`src/rtl/muldiv_sequencer.sv`:
```
`default_nettype none
// muldiv_sequencer: 32-step shift/add multiply and restoring divide owning the MIPS32 HI/LO pair.
// Optional feature macro MULDIV_SIGNED_EN adds MULT/DIV sign handling. Rev 1.0
module muldiv_sequencer (
  input  logic        clk,
  input  logic        reset,
  input  logic        start,
  input  logic [1:0]  op,
  input  logic [31:0] rs_val,
  input  logic [31:0] rt_val,
  input  logic        hi_we,
  input  logic        lo_we,
  input  logic [31:0] wdata,
  output logic        busy,
  output logic        done,
  output logic        div_by_zero,
  output logic [31:0] hi,
  output logic [31:0] lo
);

  typedef enum logic [1:0] {
    IDLE = 2'd0,
    CALC = 2'd1,
    FIN  = 2'd2
  } state_t;

  state_t      state;
  logic [4:0]  count;
  logic        is_div;
  logic        b_zero;
  logic [31:0] acc_hi;
  logic [31:0] acc_lo;
  logic [31:0] opb;
  logic [31:0] a_mag;
  logic [31:0] b_mag;

`ifdef MULDIV_SIGNED_EN
  logic neg_a;
  logic neg_p;
  logic start_neg_a;
  logic start_neg_b;
  assign start_neg_a = op[0] & rs_val[31];
  assign start_neg_b = op[0] & rt_val[31];
  assign a_mag = start_neg_a ? -rs_val : rs_val;
  assign b_mag = start_neg_b ? -rt_val : rt_val;
`else
  logic unused_op0;
  assign unused_op0 = op[0];
  assign a_mag = rs_val;
  assign b_mag = rt_val;
`endif

  // Multiply: acc_lo holds the multiplier, shifted right as product bits enter from acc_hi.
  // Divide: acc_lo holds the dividend, shifted left as quotient bits enter at bit 0.
  logic [32:0] mul_sum;
  logic [32:0] div_shift;
  logic [32:0] div_diff;
  assign mul_sum   = {1'b0, acc_hi} + (acc_lo[0] ? {1'b0, opb} : 33'd0);
  assign div_shift = {acc_hi, acc_lo[31]};
  assign div_diff  = div_shift - {1'b0, opb};

  logic [63:0] prod;
  logic [31:0] res_hi;
  logic [31:0] res_lo;
  always_comb begin
    prod   = {acc_hi, acc_lo};
    res_hi = acc_hi;
    res_lo = acc_lo;
    if (is_div) begin
      if (b_zero) res_lo = 32'hFFFF_FFFF;
`ifdef MULDIV_SIGNED_EN
      // With a zero divisor the remainder is |rs|, so restoring its sign yields rs_val.
      if (neg_a) res_hi = -acc_hi;
      if (neg_p && !b_zero) res_lo = -acc_lo;
`endif
    end else begin
`ifdef MULDIV_SIGNED_EN
      if (neg_p) prod = -prod;
`endif
      res_hi = prod[63:32];
      res_lo = prod[31:0];
    end
  end

  always_ff @(posedge clk or posedge reset) begin
    if (reset) begin
      state       <= IDLE;
      count       <= 5'd0;
      busy        <= 1'b0;
      done        <= 1'b0;
      div_by_zero <= 1'b0;
      hi          <= 32'd0;
      lo          <= 32'd0;
      is_div      <= 1'b0;
      b_zero      <= 1'b0;
      acc_hi      <= 32'd0;
      acc_lo      <= 32'd0;
      opb         <= 32'd0;
`ifdef MULDIV_SIGNED_EN
      neg_a       <= 1'b0;
      neg_p       <= 1'b0;
`endif
    end else begin
      done        <= 1'b0;
      div_by_zero <= 1'b0;
      case (state)
        IDLE: begin
          if (hi_we) hi <= wdata;
          if (lo_we) lo <= wdata;
          if (start) begin
            state  <= CALC;
            busy   <= 1'b1;
            count  <= 5'd31;
            is_div <= op[1];
            b_zero <= (rt_val == 32'd0);
            acc_hi <= 32'd0;
            acc_lo <= op[1] ? a_mag : b_mag;
            opb    <= op[1] ? b_mag : a_mag;
`ifdef MULDIV_SIGNED_EN
            neg_a  <= start_neg_a;
            neg_p  <= start_neg_a ^ start_neg_b;
`endif
          end
        end
        CALC: begin
          if (is_div) begin
            if (!div_diff[32]) begin
              acc_hi <= div_diff[31:0];
              acc_lo <= {acc_lo[30:0], 1'b1};
            end else begin
              acc_hi <= div_shift[31:0];
              acc_lo <= {acc_lo[30:0], 1'b0};
            end
          end else begin
            acc_hi <= mul_sum[32:1];
            acc_lo <= {mul_sum[0], acc_lo[31:1]};
          end
          count <= count - 5'd1;
          if (count == 5'd0) state <= FIN;
        end
        FIN: begin
          hi          <= res_hi;
          lo          <= res_lo;
          done        <= 1'b1;
          div_by_zero <= is_div & b_zero;
          busy        <= 1'b0;
          state       <= IDLE;
        end
        default: state <= IDLE;
      endcase
    end
  end

endmodule
`default_nettype wire
```
`config.mk`:
```
export PLATFORM = sky130hd
export DESIGN_NAME = muldiv_sequencer
export DESIGN_NICKNAME = d
export VERILOG_FILES = /design/src/rtl/muldiv_sequencer.sv
export SDC_FILE = /design/constraint.sdc
export NUM_CORES = 1
export LEC_CHECK = 0
export CAP_MARGIN = 25
export CELL_PAD_IN_SITES_DETAIL_PLACEMENT = 1
export CELL_PAD_IN_SITES_GLOBAL_PLACEMENT = 1
export CORE_MARGIN = 8
export CORE_UTILIZATION = 36
export CTS_CLUSTER_DIAMETER = 40
export DETAILED_ROUTE_END_ITERATION = 6
export PLACE_DENSITY_LB_ADDON = 0.1
export SKIP_LAST_GASP = 1
export SYNTH_ARGS = -nofsm -noshare
export SYNTH_HDL_FRONTEND = slang
export SYNTH_SLANG_ARGS = --single-unit
export TNS_END_PERCENT = 100
```
`constraint.sdc`:
```
create_clock -name clk -period 7.95 [get_ports clk]
set_clock_uncertainty 0.15 [all_clocks]
set_input_delay 1.59 -clock clk [delete_from_list [all_inputs] [get_ports clk]]
set_output_delay 1.59 -clock clk [all_outputs]
set_load 0.01 [all_outputs]
```
Yosys cells after proc, flatten, opt, wreduce, memory -nomap -nowiden
Cells that the tools add are included.
Cells by class
  add/sub/neg operators: 3
  multiply operators: 0
  div/mod/pow operators: 0
  magnitude comparators: 0
  eq/ne operators: 6
  shift-type cells: 0
  multiplexer cells: 26
  bitwise operators: 1
  reductions and logical operators: 11
Operator list (number)
  2-to-1 mux 32 bit: 12
  case mux 32 bit (2 select lines): 4
  adder 32 x 32 -> 33 bit: 1
  subtractor 33 x 32 -> 33 bit: 1
  logical NOT 32 bit: 1
  AND reduction 2 bit: 6
  case mux 5 bit (2 select lines): 1
  != test 2 bit (second input constant): 4
  logical NOT 5 bit: 1
  2-to-1 mux 5 bit: 1
  subtractor 5 x 1 -> 5 bit (second input constant): 1
  2-to-1 mux 1 bit: 4
  2-to-1 mux 2 bit: 2
  case mux 2 bit (2 select lines): 1
  nonzero test 2 bit: 2
  equality test 2 x 1 -> 1 bit (second input constant): 1
  equality test 2 bit (second input constant): 1
  logical NOT 2 bit: 1
  case mux 1 bit (2 select lines): 1
  bitwise AND 1 bit: 1
Word-level totals
  register bits after elaboration: 172
  latch bits: 0
  RAM bits: 0
  memory bits (read-only): 0
  input port bits: 103
  output and inout bits: 67
  logic and storage cells: 59
  memories: 0

Longest topological paths before layout
  depth in word-level cells: 4
  mapped depth: 14
  gate-level depth less buffers: 13

Worst setup path after synthesis
No wires, ideal clock.
  kind: in2reg
  from: input op[1]
  to: register opb[10]
  setup time: 133 ps
  arrival time: 3082 ps
  data required time: 7667 ps
  setup slack: 4585 ps
  stages: 5
  buffers on the path: 3
  cell sequence: clkbuf_1 clkbuf_1 buf_1 mux2i_1 o21ai_0
Between the ends
  word-level cells in the longest chain between the ends: 1
Ends and longest elaborated chain
  start, declared: line 8  | input logic [1:0] op,
  2-to-1 mux 32 bit: line 118  | opb <= op[1] ? b_mag : a_mag;
  end signal, assigned: line 118
  end, declared: line 33  | logic [31:0] opb;
No other way between the ends.
A chain may end at the register's enable or synchronous reset.

Worst setup path after layout
  from: register acc_lo[0]
  to: register acc_hi[27]
Between the ends
  word-level cells in the longest chain between the ends: 4
Ends and longest elaborated chain
  start, declared: line 32  | logic [31:0] acc_lo;
  start signal, assigned: line 117  | acc_lo <= op[1] ? a_mag : b_mag;
  start signal, assigned: line 129  | acc_lo <= {acc_lo[30:0], 1'b1};
  start signal, assigned: line 132  | acc_lo <= {acc_lo[30:0], 1'b0};
  2-to-1 mux 32 bit: line 58  | assign mul_sum = {1'b0, acc_hi} + (acc_lo[0] ? {1'b0, opb} : 33'd0);
  adder 32 x 32 -> 33 bit: line 58
  2-to-1 mux 32 bit: line 126  | if (is_div) begin
  case mux 32 bit (2 select lines): line 106  | case (state)
  end signal, assigned: line 128  | acc_hi <= div_diff[31:0];
  end signal, assigned: line 131  | acc_hi <= div_shift[31:0];
  end signal, assigned: line 135  | acc_hi <= mul_sum[32:1];
  end, declared: line 31  | logic [31:0] acc_hi;
No other way between the ends.

==> results.ini <==
[sta]
relSlewSlack_pct=35.7
finalMaxSlewViolations=0
hold_ws_ns=0.332
finalCritPeriodShare_pct=56.8
finalSetupViolations=0
finalCriticalPeriod_ns=4.52
grt_setup_unrepaired=no
tightest_slew_ns=0.965
hold_viol=0
max_freq_ghz=0.221
fin_setup_tns_ns=0

[status]
status=completed

[worst_setup_path]
cp-start-kind=flip-flop
reg2reg_setup_slack_ns=3.43
path_class=reg2reg
arrival_ns=4.69
crit_path_end_kind=flip-flop
crit_fanout=35
cp.required_ns=8.12
reg2reg_depth=14

[logic_synthesis]
synth_edf_count=0
synthCells=1448
ys_ff_latch=172
synth_flop_cell=dfrtp_1
synth-warning-count=0
synthArstFlopShare_pct=100
ys_types=75
synth_area_per_cell_um2=8.45
ys_seq_area_share_pct=35.2
synth_area_um2=12200
synth.net_count=1619

[clock_network]
clk_pin_slew_ns=0.07
cts_buffer_depth=2
cts_tree=built
ctsHoldBuffers=0
clock-root-buffer=clkbuf_16
postCtsSetupRepairBufs=0
cts.repair.resized=0
clkLatencyLatePin_ns=0.45
clkSinkCount=172
numCtsBuffers=17
cts-htree-levels=4

[worst_hold_path]
hold_depth=1
hp-class=reg2reg

[power_and_ir_drop]
p_leak_nw=6.52
power_density_nw_per_um2=475
peakVddDrop_mv=0.233

[global_route]
grt.total_usage_pct=21.8
grt_max_degree=83
gr-total-overflow=0
grt_pass1_wl_mm=69.3
antenna_found_initial=9
first_global_vias=11629

[floorplanning]
die-area_um2=40100
core_region_area_um2=33500
die_h_um=200
placement_rows=67
die_w_um=200
start_util_pct=36.5
io_pins=170

[placement]
hpwl_mm=33.6
portBuffers=168
gp_congestion=0.852

[route]
first_pass_iters=5
drt_iter0_drc=608
post_drt_wl_per_cell_um=21.9
ant_nets=0
drc=0
via_per_inst=5.49
drt-total-wl_mm=44.3
via_count=11131

[final_layout]
area.growth.synth_to_final_pct=21.9
drive_gt1_share_pct=6.92
final_util_pct=44.5
fillers=3933
fin_nets=1733

[flow_run]
cap_violations=0

[per-stage QoR]
step	setup slack [ns]	instances	total power, mW	area [µm²]
floorplan	1.55	1448	4.74	12200
global placement	3.60	1990	6.04	14300
detailed placement	3.45	1991	6.16	14300
CTS	3.43	2023	7.13	14900
global route	3.11	2025	7.69	14900
finish	3.43	2028	7.08	14900
[cells in the mapped netlist (3+ instances only)]
| cell type | instances | area, µm² |
|---|---|---|
| dfrtp_1 | 172 | 4300 |
| a21oi_1 | 170 | 851 |
| nand2_1 | 154 | 578 |
| o21ai_0 | 136 | 681 |
| nor2_1 | 112 | 420 |
| mux2i_1 | 93 | 931 |
| and2_1 | 66 | 413 |
| ha_1 | 66 | 826 |
| clkbuf_1 | 63 | 236 |
| inv_1 | 56 | 210 |
| mux2_2 | 33 | 372 |
| a21o_1 | 26 | 195 |
| xnor2_1 | 26 | 228 |
| nor3_1 | 20 | 100 |
| nand3_1 | 19 | 95.1 |
| a22oi_1 | 18 | 135 |
| xor2_1 | 18 | 158 |
| a31oi_1 | 14 | 87.6 |
| buf_1 | 14 | 52.6 |
| nand2b_1 | 14 | 87.6 |
| a211oi_1 | 11 | 82.6 |
| o211ai_1 | 11 | 82.6 |
| o21bai_1 | 10 | 75.1 |
| nand4_1 | 9 | 56.3 |
| o21a_1 | 9 | 67.6 |
| o221ai_1 | 9 | 78.8 |
| and3_1 | 8 | 50.1 |
| nor4_1 | 8 | 50.1 |
| buf_2 | 6 | 30.0 |
| nor2b_1 | 6 | 37.5 |
| a21boi_0 | 4 | 30.0 |
| a311oi_1 | 4 | 35.0 |
| nor3b_1 | 4 | 30.0 |
| a221o_1 | 3 | 30.0 |
| a31o_2 | 3 | 26.3 |
| o2111ai_1 | 3 | 26.3 |
| o31ai_1 | 3 | 22.5 |
[metal layers]
metal	track usage, %	part of all wire, %	up-vias	routed length, µm
met5	0	0.17	-	76
met4	5.28	1.8	14	803
met3	5.87	5.7	57	2510
met2	34.0	44	182	19700
met1	29.5	48	5489	21200
li1	-	-	5389	-
[worst paths after layout]
check                           startpoint           to
worst max register to register   acc_lo[0]   acc_hi[27]
worst max-delay path             acc_lo[0]   acc_hi[27]
worst min register to register      hi[23]       hi[23]
max in group asynchronous            reset      opb[10]
worst min-delay path                hi[23]       hi[23]
min in group asynchronous            reset  div_by_zero
[cells in the final DEF, fill, tap and decap left out, types with 26 or more instances in the layout]
| cell | count |
|---|---|
| dfrtp_1 | 171 |
| a21oi_1 | 170 |
| clkdlybuf4s50_1 | 167 |
| nand2_1 | 153 |
| o21ai_0 | 136 |
| nor2_1 | 111 |
| mux2i_1 | 93 |
| and2_1 | 66 |
| ha_1 | 66 |
| inv_1 | 54 |
| mux2_2 | 33 |
| a21o_1 | 26 |
| xnor2_1 | 26 |
[state kept, by name, summed over array words and instances, names as in the netlist, 2 cells and up]
| register | cells |
|---|---|
| opb | 32 |
| lo | 32 |
| hi | 32 |
| acc_hi | 32 |
| state | 2 |
| acc_lo | 32 |
| count | 5 |
[cell families after synthesis]
family	synth area share, %
AO/OA/AOI/OAI	22.8
AND/OR/NAND/NOR	16.4
flip-flops	35.2
buffers and inverters	4.70
multiplexers	10.6
adder cells (fa/ha/maj)	7.08
XOR/XNOR	3.15
[worst max-delay path, cell delays in order, from the launching register on]
cell      delay, ns
dfrtp_1        0.33
buf_4          0.35
and2_1         0.19
ha_1           0.19
inv_1          0.07
fa_1           0.42
nor2b_1        0.22
o31ai_1        0.14
a21oi_1        0.30
o21ai_0        0.23
a21boi_0       0.57
o21ai_0        0.44
o2111a_1       0.36
a211oi_1       0.29
nand3_1        0.13
[area by class of cell]
type	instances	area, µm²	area share, %
Sequential cell	172	4310	28.9
Tap cell	448	561	3.76
Multi-Input combinational cell	1132	7400	49.6
Inverter	56	215	1.44
Clock inverter	14	180	1.21
Timing Repair Buffer	183	1810	12.1
Clock buffer	18	439	2.94
Antenna cell	5	12.5	0.0839
[power breakdown]
part	switching, mW	internal [mW]
Sequential	0.500	1.30
Clock	0.408	0.511
Combinational	2.42	1.95
No activity file was read; power rests on OpenSTA's default activity.
